===== config.mk =====
export PLATFORM = sky130hd
export DESIGN_NAME = mc_column_scheduler
export DESIGN_NICKNAME = d
export VERILOG_FILES = /design/src/rtl/mc_column_scheduler.sv
export SDC_FILE = /design/constraint.sdc
export NUM_CORES = 1
export LEC_CHECK = 0
export ABC_AREA = 1
export BUFFER_PORTS_ARGS = -buffer_cell sky130_fd_sc_hd__buf_2
export CAP_MARGIN = 20
export CORE_AREA = 3 3 111 193
export DETAILED_ROUTE_END_ITERATION = 7
export DIE_AREA = 0 0 114 196
export HOLD_SLACK_MARGIN = 0.03
export PLACE_DENSITY = 0.77
export SKIP_LAST_GASP = 1
export SYNTH_ARGS = -nofsm -noshare
export SYNTH_HDL_FRONTEND = slang
export SYNTH_SLANG_ARGS = --single-unit

===== constraint.sdc =====
create_clock -name clk -period 4.5 [get_ports clk]
set_input_delay 0.9 -clock clk [delete_from_list [all_inputs] [get_ports clk]]
set_output_delay 0.9 -clock clk [all_outputs]
set_load 0.01 [all_outputs]

===== src/rtl/mc_column_scheduler.sv =====
// ---------------------------------------------------------------------------
// mc_column_scheduler
//
// Purpose:
//   Time-multiplexed MixColumns stage for a 128-bit AES state. COLS_PER_CYCLE
//   single-column MixColumns units are reused across the four columns, so a
//   state takes NSTEP = 4/COLS_PER_CYCLE BUSY cycles. Sits between
//   SubBytes/ShiftRows and AddRoundKey. Both sides use valid/ready.
//
// Parameters:
//   COLS_PER_CYCLE : columns transformed per BUSY cycle (1, 2 or 4 only)
//
// Ports:
//   clk        in   1    clock, rising edge
//   rst        in   1    asynchronous active-high reset
//   in_valid   in   1    in_data is valid
//   in_ready   out  1    block accepts a state this cycle
//   in_data    in   128  byte i = bits [8i+7:8i]; column c = bytes 4c..4c+3
//   out_valid  out  1    out_data holds a completed state
//   out_ready  in   1    downstream accepts out_data
//   out_data   out  128  MixColumns(in_data), same layout (registered)
//   busy       out  1    FSM not IDLE
//   in_bypass  in   1    (only with MC_SCHED_BYPASS_EN) pass columns through
//                        unchanged with identical latency (final AES round)
//
// Configuration macro:
//   MC_SCHED_BYPASS_EN : adds the in_bypass port and pass-through behaviour.
// ---------------------------------------------------------------------------
module mc_column_scheduler #(
    parameter int COLS_PER_CYCLE = 1
) (
    input  logic         clk,
    input  logic         rst,
    input  logic         in_valid,
    output logic         in_ready,
    input  logic [127:0] in_data,
    output logic         out_valid,
    input  logic         out_ready,
    output logic [127:0] out_data,
    output logic         busy
`ifdef MC_SCHED_BYPASS_EN
    ,
    input  logic         in_bypass
`endif
);

    localparam int NSTEP = 4 / COLS_PER_CYCLE;
    localparam logic [1:0] LAST_STEP = 2'(NSTEP - 1);

    generate
        if (!(COLS_PER_CYCLE == 1 || COLS_PER_CYCLE == 2 || COLS_PER_CYCLE == 4)) begin : g_bad_cpc
            $error("mc_column_scheduler: COLS_PER_CYCLE must be 1, 2 or 4");
        end
    endgenerate

    typedef enum logic [1:0] {
        S_IDLE = 2'd0,
        S_BUSY = 2'd1,
        S_DONE = 2'd2
    } state_e;

    state_e        fsm_q, fsm_d;
    logic [1:0]    cnt_q, cnt_d;
    logic [127:0]  data_q, data_d;
    logic          load;
    logic          byp_q;

    // GF(2^8) multiply by 2 with the AES reduction polynomial.
    function automatic logic [7:0] xtime(input logic [7:0] b);
        return {b[6:0], 1'b0} ^ (b[7] ? 8'h1b : 8'h00);
    endfunction

    // One MixColumns column; 3*b is computed as xtime(b)^b.
    function automatic logic [31:0] mc_col(input logic [31:0] c);
        logic [7:0] b0, b1, b2, b3;
        logic [7:0] o0, o1, o2, o3;
        b0 = c[7:0];
        b1 = c[15:8];
        b2 = c[23:16];
        b3 = c[31:24];
        o0 = xtime(b0) ^ (xtime(b1) ^ b1) ^ b2 ^ b3;
        o1 = b0 ^ xtime(b1) ^ (xtime(b2) ^ b2) ^ b3;
        o2 = b0 ^ b1 ^ xtime(b2) ^ (xtime(b3) ^ b3);
        o3 = (xtime(b0) ^ b0) ^ b1 ^ b2 ^ xtime(b3);
        return {o3, o2, o1, o0};
    endfunction

    // Shared MC units: unit gi works on column cnt*CPC+gi in the current step.
    logic [1:0]  col_idx [COLS_PER_CYCLE];
    logic [31:0] col_in  [COLS_PER_CYCLE];
    logic [31:0] col_out [COLS_PER_CYCLE];

    generate
        for (genvar gi = 0; gi < COLS_PER_CYCLE; gi++) begin : g_unit
            assign col_idx[gi] = 2'(int'(cnt_q) * COLS_PER_CYCLE + gi);
            assign col_in[gi]  = data_q[{col_idx[gi], 5'b0} +: 32];
            assign col_out[gi] = byp_q ? col_in[gi] : mc_col(col_in[gi]);
        end
    endgenerate

    // Next-state, datapath and handshake outputs. in_ready depends only on
    // the FSM state and out_ready, never on in_valid.
    always_comb begin
        fsm_d     = fsm_q;
        cnt_d     = cnt_q;
        data_d    = data_q;
        load      = 1'b0;
        in_ready  = 1'b0;
        out_valid = 1'b0;
        busy      = 1'b1;
        case (fsm_q)
            S_IDLE: begin
                in_ready = 1'b1;
                busy     = 1'b0;
                if (in_valid) begin
                    load  = 1'b1;
                    cnt_d = 2'd0;
                    fsm_d = S_BUSY;
                end
            end
            S_BUSY: begin
                for (int u = 0; u < COLS_PER_CYCLE; u++) begin
                    data_d[{col_idx[u], 5'b0} +: 32] = col_out[u];
                end
                if (cnt_q == LAST_STEP) begin
                    fsm_d = S_DONE;
                end else begin
                    cnt_d = cnt_q + 2'd1;
                end
            end
            S_DONE: begin
                out_valid = 1'b1;
                in_ready  = out_ready;
                if (out_ready) begin
                    if (in_valid) begin
                        // Back-to-back: output retires and next state loads on one edge.
                        load  = 1'b1;
                        cnt_d = 2'd0;
                        fsm_d = S_BUSY;
                    end else begin
                        fsm_d = S_IDLE;
                    end
                end
            end
            default: begin
                fsm_d = S_IDLE;
                busy  = 1'b0;
            end
        endcase
        if (load) begin
            data_d = in_data;
        end
    end

    always_ff @(posedge clk or posedge rst) begin
        if (rst) begin
            fsm_q  <= S_IDLE;
            cnt_q  <= 2'd0;
            data_q <= 128'd0;
        end else begin
            fsm_q  <= fsm_d;
            cnt_q  <= cnt_d;
            data_q <= data_d;
        end
    end

`ifdef MC_SCHED_BYPASS_EN
    logic byp_d;
    assign byp_d = load ? in_bypass : byp_q;

    always_ff @(posedge clk or posedge rst) begin
        if (rst) begin
            byp_q <= 1'b0;
        end else begin
            byp_q <= byp_d;
        end
    end
`else
    assign byp_q = 1'b0;
`endif

    assign out_data = data_q;

endmodule


Word-level counts from Yosys, hierarchy flattened
Cells that the tools add are included.
- input bits: 132
- register bits: 132
- output and inout port bits: 131
- shifts and indexed selects: 3
- reductions and logical operators: 6
- mux-type cells: 22
- $add $sub $neg: 2
- equal/unequal tests: 7
- bitwise logic cells: 20
- operators with widths (kind ; number):
    $mux W128 ; 2
    $bwmux W128 ; 1
    $shift A32 B9 Y128 const A ; 1
    $shiftx A128 B8 Y32 ; 1
    $shiftx A32 B9 Y128 ; 1
    $xor A8 B8 Y8 ; 16
    $xor A8 B5 Y8 ; 4
    $mux W5 ; 4
    $mux W2 ; 6
    $pmux W2 S3 ; 2
    $neg A7 Y9 ; 1
    $ne A2 B2 Y1 const B ; 4
    $reduce_and A3 Y1 ; 2
    $mux W1 ; 5
    $eq A2 B2 Y1 const B ; 2
    $pmux W1 S2 ; 2
    $reduce_bool A3 Y1 ; 1
    $add A2 B1 Y2 const B ; 1
    $eq A2 B1 Y1 const B ; 1
    $logic_not A2 Y1 ; 1
    $reduce_bool A2 Y1 ; 1
    $reduce_or A2 Y1 ; 1

Logic depth before layout (Yosys ltp)
- word-level depth: 11
- mapped depth: 16
- gate-level depth less buffers: 14

Worst setup path after synthesis
Ideal clock, no wire load.
- path type: input -> output
- start point: input port out_ready
- end point: output port in_ready
- path slack: 2331 ps
- data arrival time: 1269 ps
- buffers on the path: 0
- data required time: 3600 ps
- stages: 2
- cells stage by stage: a21oi_1 -> inv_1
- longest elaborated chain between the ends: 1
- ends and longest elaborated chain (element ; line ; source):
    start: declaration ; 38 ; input logic out_ready,
    $pmux W1 S2 ; 111 ; case (fsm_q)
    end: declaration ; 35 ; output logic in_ready,
No other way between the ends.

Worst setup path in the final report
- start point: register cnt_q[0]
- end point: register data_q[123] (netlist: out_data[123])
- longest elaborated chain between the ends: 11
- ends and longest elaborated chain (element ; line ; source):
    start: declaration ; 63 ; logic [1:0] cnt_q, cnt_d;
    start signal: assignment ; 162 ; cnt_q <= cnt_d;
    $shiftx A128 B8 Y32 ; 96 ; assign col_in[gi] = data_q[{col_idx[gi], 5'b0} +: 32];
    $mux W5 ; 70 ; return {b[6:0], 1'b0} ^ (b[7] ? 8'h1b : 8'h00);
    $xor A8 B5 Y8 ; 70 ;
    $xor A8 B8 Y8, on equally long branches (4 in series) ; 81, 84 ;
    $shiftx A32 B9 Y128 ; 123 ; data_d[{col_idx[u], 5'b0} +: 32] = col_out[u];
    $bwmux W128 * ; 123 ;
    $mux W128 * ; 111 ;
    $mux W128 * ; 150 ; if (load) begin
    end signal: assignment ; 163 ; data_q <= data_d;
    end: declaration ; 64 ; logic [127:0] data_q, data_d;
Every way passes the cells marked *; elsewhere a longest branch is shown, timed or not. The select of a mux whose other input is x is not followed.
A chain may end at the register's enable or synchronous reset.

==> flow_metrics.tcl <==
set metrics [dict create \
    finalSetupViolations 0 \
    core.rowCount 68 \
    dieArea_sq_um 22300 \
    setup_tns_ps 0 \
    busiest_layer "met2" \
    post_cts_buffers 0 \
    met3_usage 0.0679 \
    first_pass_iters 6 \
    synth_nets 1703 \
    antenna_found_initial 0 \
    dp.final_hpwl_um 29200 \
    synth_warnings 0 \
    drc 0 \
    initial_utilization 0.491 \
    path_class "flip-flop to flip-flop" \
    grt_start_max_net_pins 91 \
    dpl-instance-area_sq_um 11100 \
    numCtsBuffers 17 \
    synth_top_cell_area_share 0.338 \
    crit_required_ps 4860 \
    crit_path_end_kind "flip-flop" \
    routed_wl_um 40000 \
    ys_seq_area_frac 0.338 \
    cts_tree "done" \
    cts_hold_buffers 0 \
    fin_nets 1913 \
    root_buffer "clkbuf_16" \
    hold_class "flip-flop to flip-flop" \
    clockBufferDepth 2 \
    crit_top_cell "nand2_1" \
    htreeDepth 4 \
    vias 12200 \
    grt_util_met2 0.544 \
    grt_pass1_wl_um 61000 \
    boundaryPins 263 \
    diodes 0 \
    synth_cells 1563 \
    path_cells "buf_4 -> nand2_1 -> nand2_1 -> nand2_1 -> nand2_1 -> inv_1 -> nand3_1 -> nand2_1 -> inv_1 -> nand2_1 -> nand2_1 -> nand4_1 -> a21oi_1" \
    start_kind "flip-flop" \
    use_met1 0.443 \
    tightest_slew_ps 1020 \
    relSlewSlack 0.323 \
    crit_arrival_ps 3590 \
    drtAntennaViolNets 0 \
    status "finished clean" \
    io_buffers 262 \
    hold_violations 0 \
    drive_gt1_frac 0.206 \
    die_width_um 114 \
    cts_resized 0 \
    cp_slowest_cell "buf_4" \
    drt-initial-drc-count 1319 \
    yosysTopAreaCell "dfrtp_1" \
    syn_area_per_cell_sq_um 6.26 \
    worstSkewPairLatency_ps 450 \
    syn_to_final_growth_pct 20.0 \
    synth_area_leaders "dfrtp_1, nand2_1, a21oi_1, nand3_1, nor2_1" \
    grt_pass1_vias 11200 \
    routedWlPerCell_um 19.7 \
    n_fill_cell 2000 \
    period_minus_slack_ps 3230 \
    cp_top_family "simple AND/OR/NAND/NOR gates" \
    final_cell_area_sq_um 11700 \
    post-route-period-util 0.718 \
    synth.ff_latch_count 132 \
    overflow 0 \
    crit_buf_inv 3 \
    fin_worst_skew_ps 16.0 \
    detail_route.vias_per_cell 5.98 \
    max_stage_delay_ps 770 \
    ys_types 32 \
    grtUsageTotal 0.350 \
    path_max_fanout 90 \
    gp_congestion 1.04 \
    slew_violations 0 \
    syn-cell-area_sq_um 9780 \
    core_area_sq_um 19900 \
    cts.sinks 132 \
    clk_pin_slew_ps 60 \
    die_y_um 196 \
    rsz0062_at_grt "no" \
    max_freq_ghz 0.309 \
    drv_cap 0 \
]
## synthesized netlist by cell type
cell / n
nor4_2: 1
nand2_2: 22
nand2_4: 2
buf_6: 8
inv_1: 51
o21ai_0: 6
buf_1: 6
nor3_1: 2
buf_2: 21
inv_2: 7
nand4_1: 46
dfrtp_1: 132
and2_1: 1
buf_4: 11
nor2_1: 127
nor4_1: 1
nand3_1: 175
o21ai_2: 1
nor2_4: 1
nand2_1: 605
nand3b_1: 2
clkbuf_1: 45
inv_4: 1
xnor2_1: 8
nor2_2: 10
a21oi_1: 251
ha_1: 8
xor2_1: 1
o31ai_1: 1
xor2_2: 3
inv_8: 1
a22oi_1: 6
## worst min-delay path, stage by stage, from the launching register on
cell	delay, ps
dfrtp_1	370
nand2_1	60
o21ai_0	60
## routing by layer
metal	vias to the layer above	routed length, um
met2	847	18600
met3	187	4140
met4	0	2890
met1	5550	14400
li1	5570	-
met5	-	0
## placed cells by master (no fill, tap or decap), drive strengths merged
| cell type | Yosys | final |
|---|---|---|
| nand3b | 2 | 2 |
| nand4 | 46 | 46 |
| clkinv | 0 | 4 |
| buf | 46 | 282 |
| nor3 | 2 | 2 |
| inv | 60 | 64 |
| xor2 | 4 | 4 |
| nor2 | 138 | 138 |
| a22oi | 6 | 6 |
| clkinvlp | 0 | 2 |
| ha | 8 | 8 |
| nand2 | 629 | 629 |
| o21ai | 7 | 7 |
| nor4 | 2 | 2 |
| xnor2 | 8 | 8 |
| nand3 | 175 | 175 |
| o31ai | 1 | 1 |
| bufinv | 0 | 3 |
| and2 | 1 | 1 |
| clkbuf | 45 | 19 |
| a21oi | 251 | 251 |
| dfrtp | 132 | 132 |
## kinds of logic after synthesis
group	share of synthesized area
AO/OA/AOI/OAI	0.138
XOR/XNOR	0.0131
adder cells (fa/ha/maj)	0.0102
buffers and inverters	0.0720
flip-flops	0.338
AND/OR/NAND/NOR	0.429
## stage by stage
step	hold slack (ps)	instances	worst slack, ps	utilization
after floorplan	503	1563	74.0	-
after global placement	495	1998	1250	0.558
after detailed placement	513	1998	1190	0.558
after CTS	529	2030	1260	0.589
after global routing	559	2031	1030	0.590
final	518	2031	1270	0.590
## worst paths after layout
path | start | endpoint | slack, ps | cells past startpoint
max | cnt_q[0]$_DFFE_PP0P_ | out_data[123]$_DFFE_PP0P_ | 1270 | 13
min | out_data[29]$_DFFE_PP0P_ | out_data[29]$_DFFE_PP0P_ | 520 | 2
max reg2reg | cnt_q[0]$_DFFE_PP0P_ | out_data[123]$_DFFE_PP0P_ | 1270 | 13
min reg2reg | out_data[29]$_DFFE_PP0P_ | out_data[29]$_DFFE_PP0P_ | 520 | 2
max in group asynchronous | rst | cnt_q[0]$_DFFE_PP0P_ | 2870 | 3
min in group asynchronous | rst | out_data[27]$_DFFE_PP0P_ | 700 | 2
## state kept, by name, summed over array words and instances, names as in the netlist
| name | cells |
|---|---|
| cnt_q | 2 |
| out_data | 128 |
| fsm_q | 2 |
## final cells by class
cell class	instances	area [sq um]	share of cell area
flip-flops and latches	132	3310	0.282
well taps	245	307	0.0261
clock buffers	19	443	0.0377
clock inverters	13	174	0.0148
multi-input cells	1280	5800	0.494
repair buffers	282	1470	0.126
inverters	60	238	0.0203
Power is left out: the tool's default activity adds up to more than one toggle a clock period on the data nets, which glitch-free logic cannot reach.
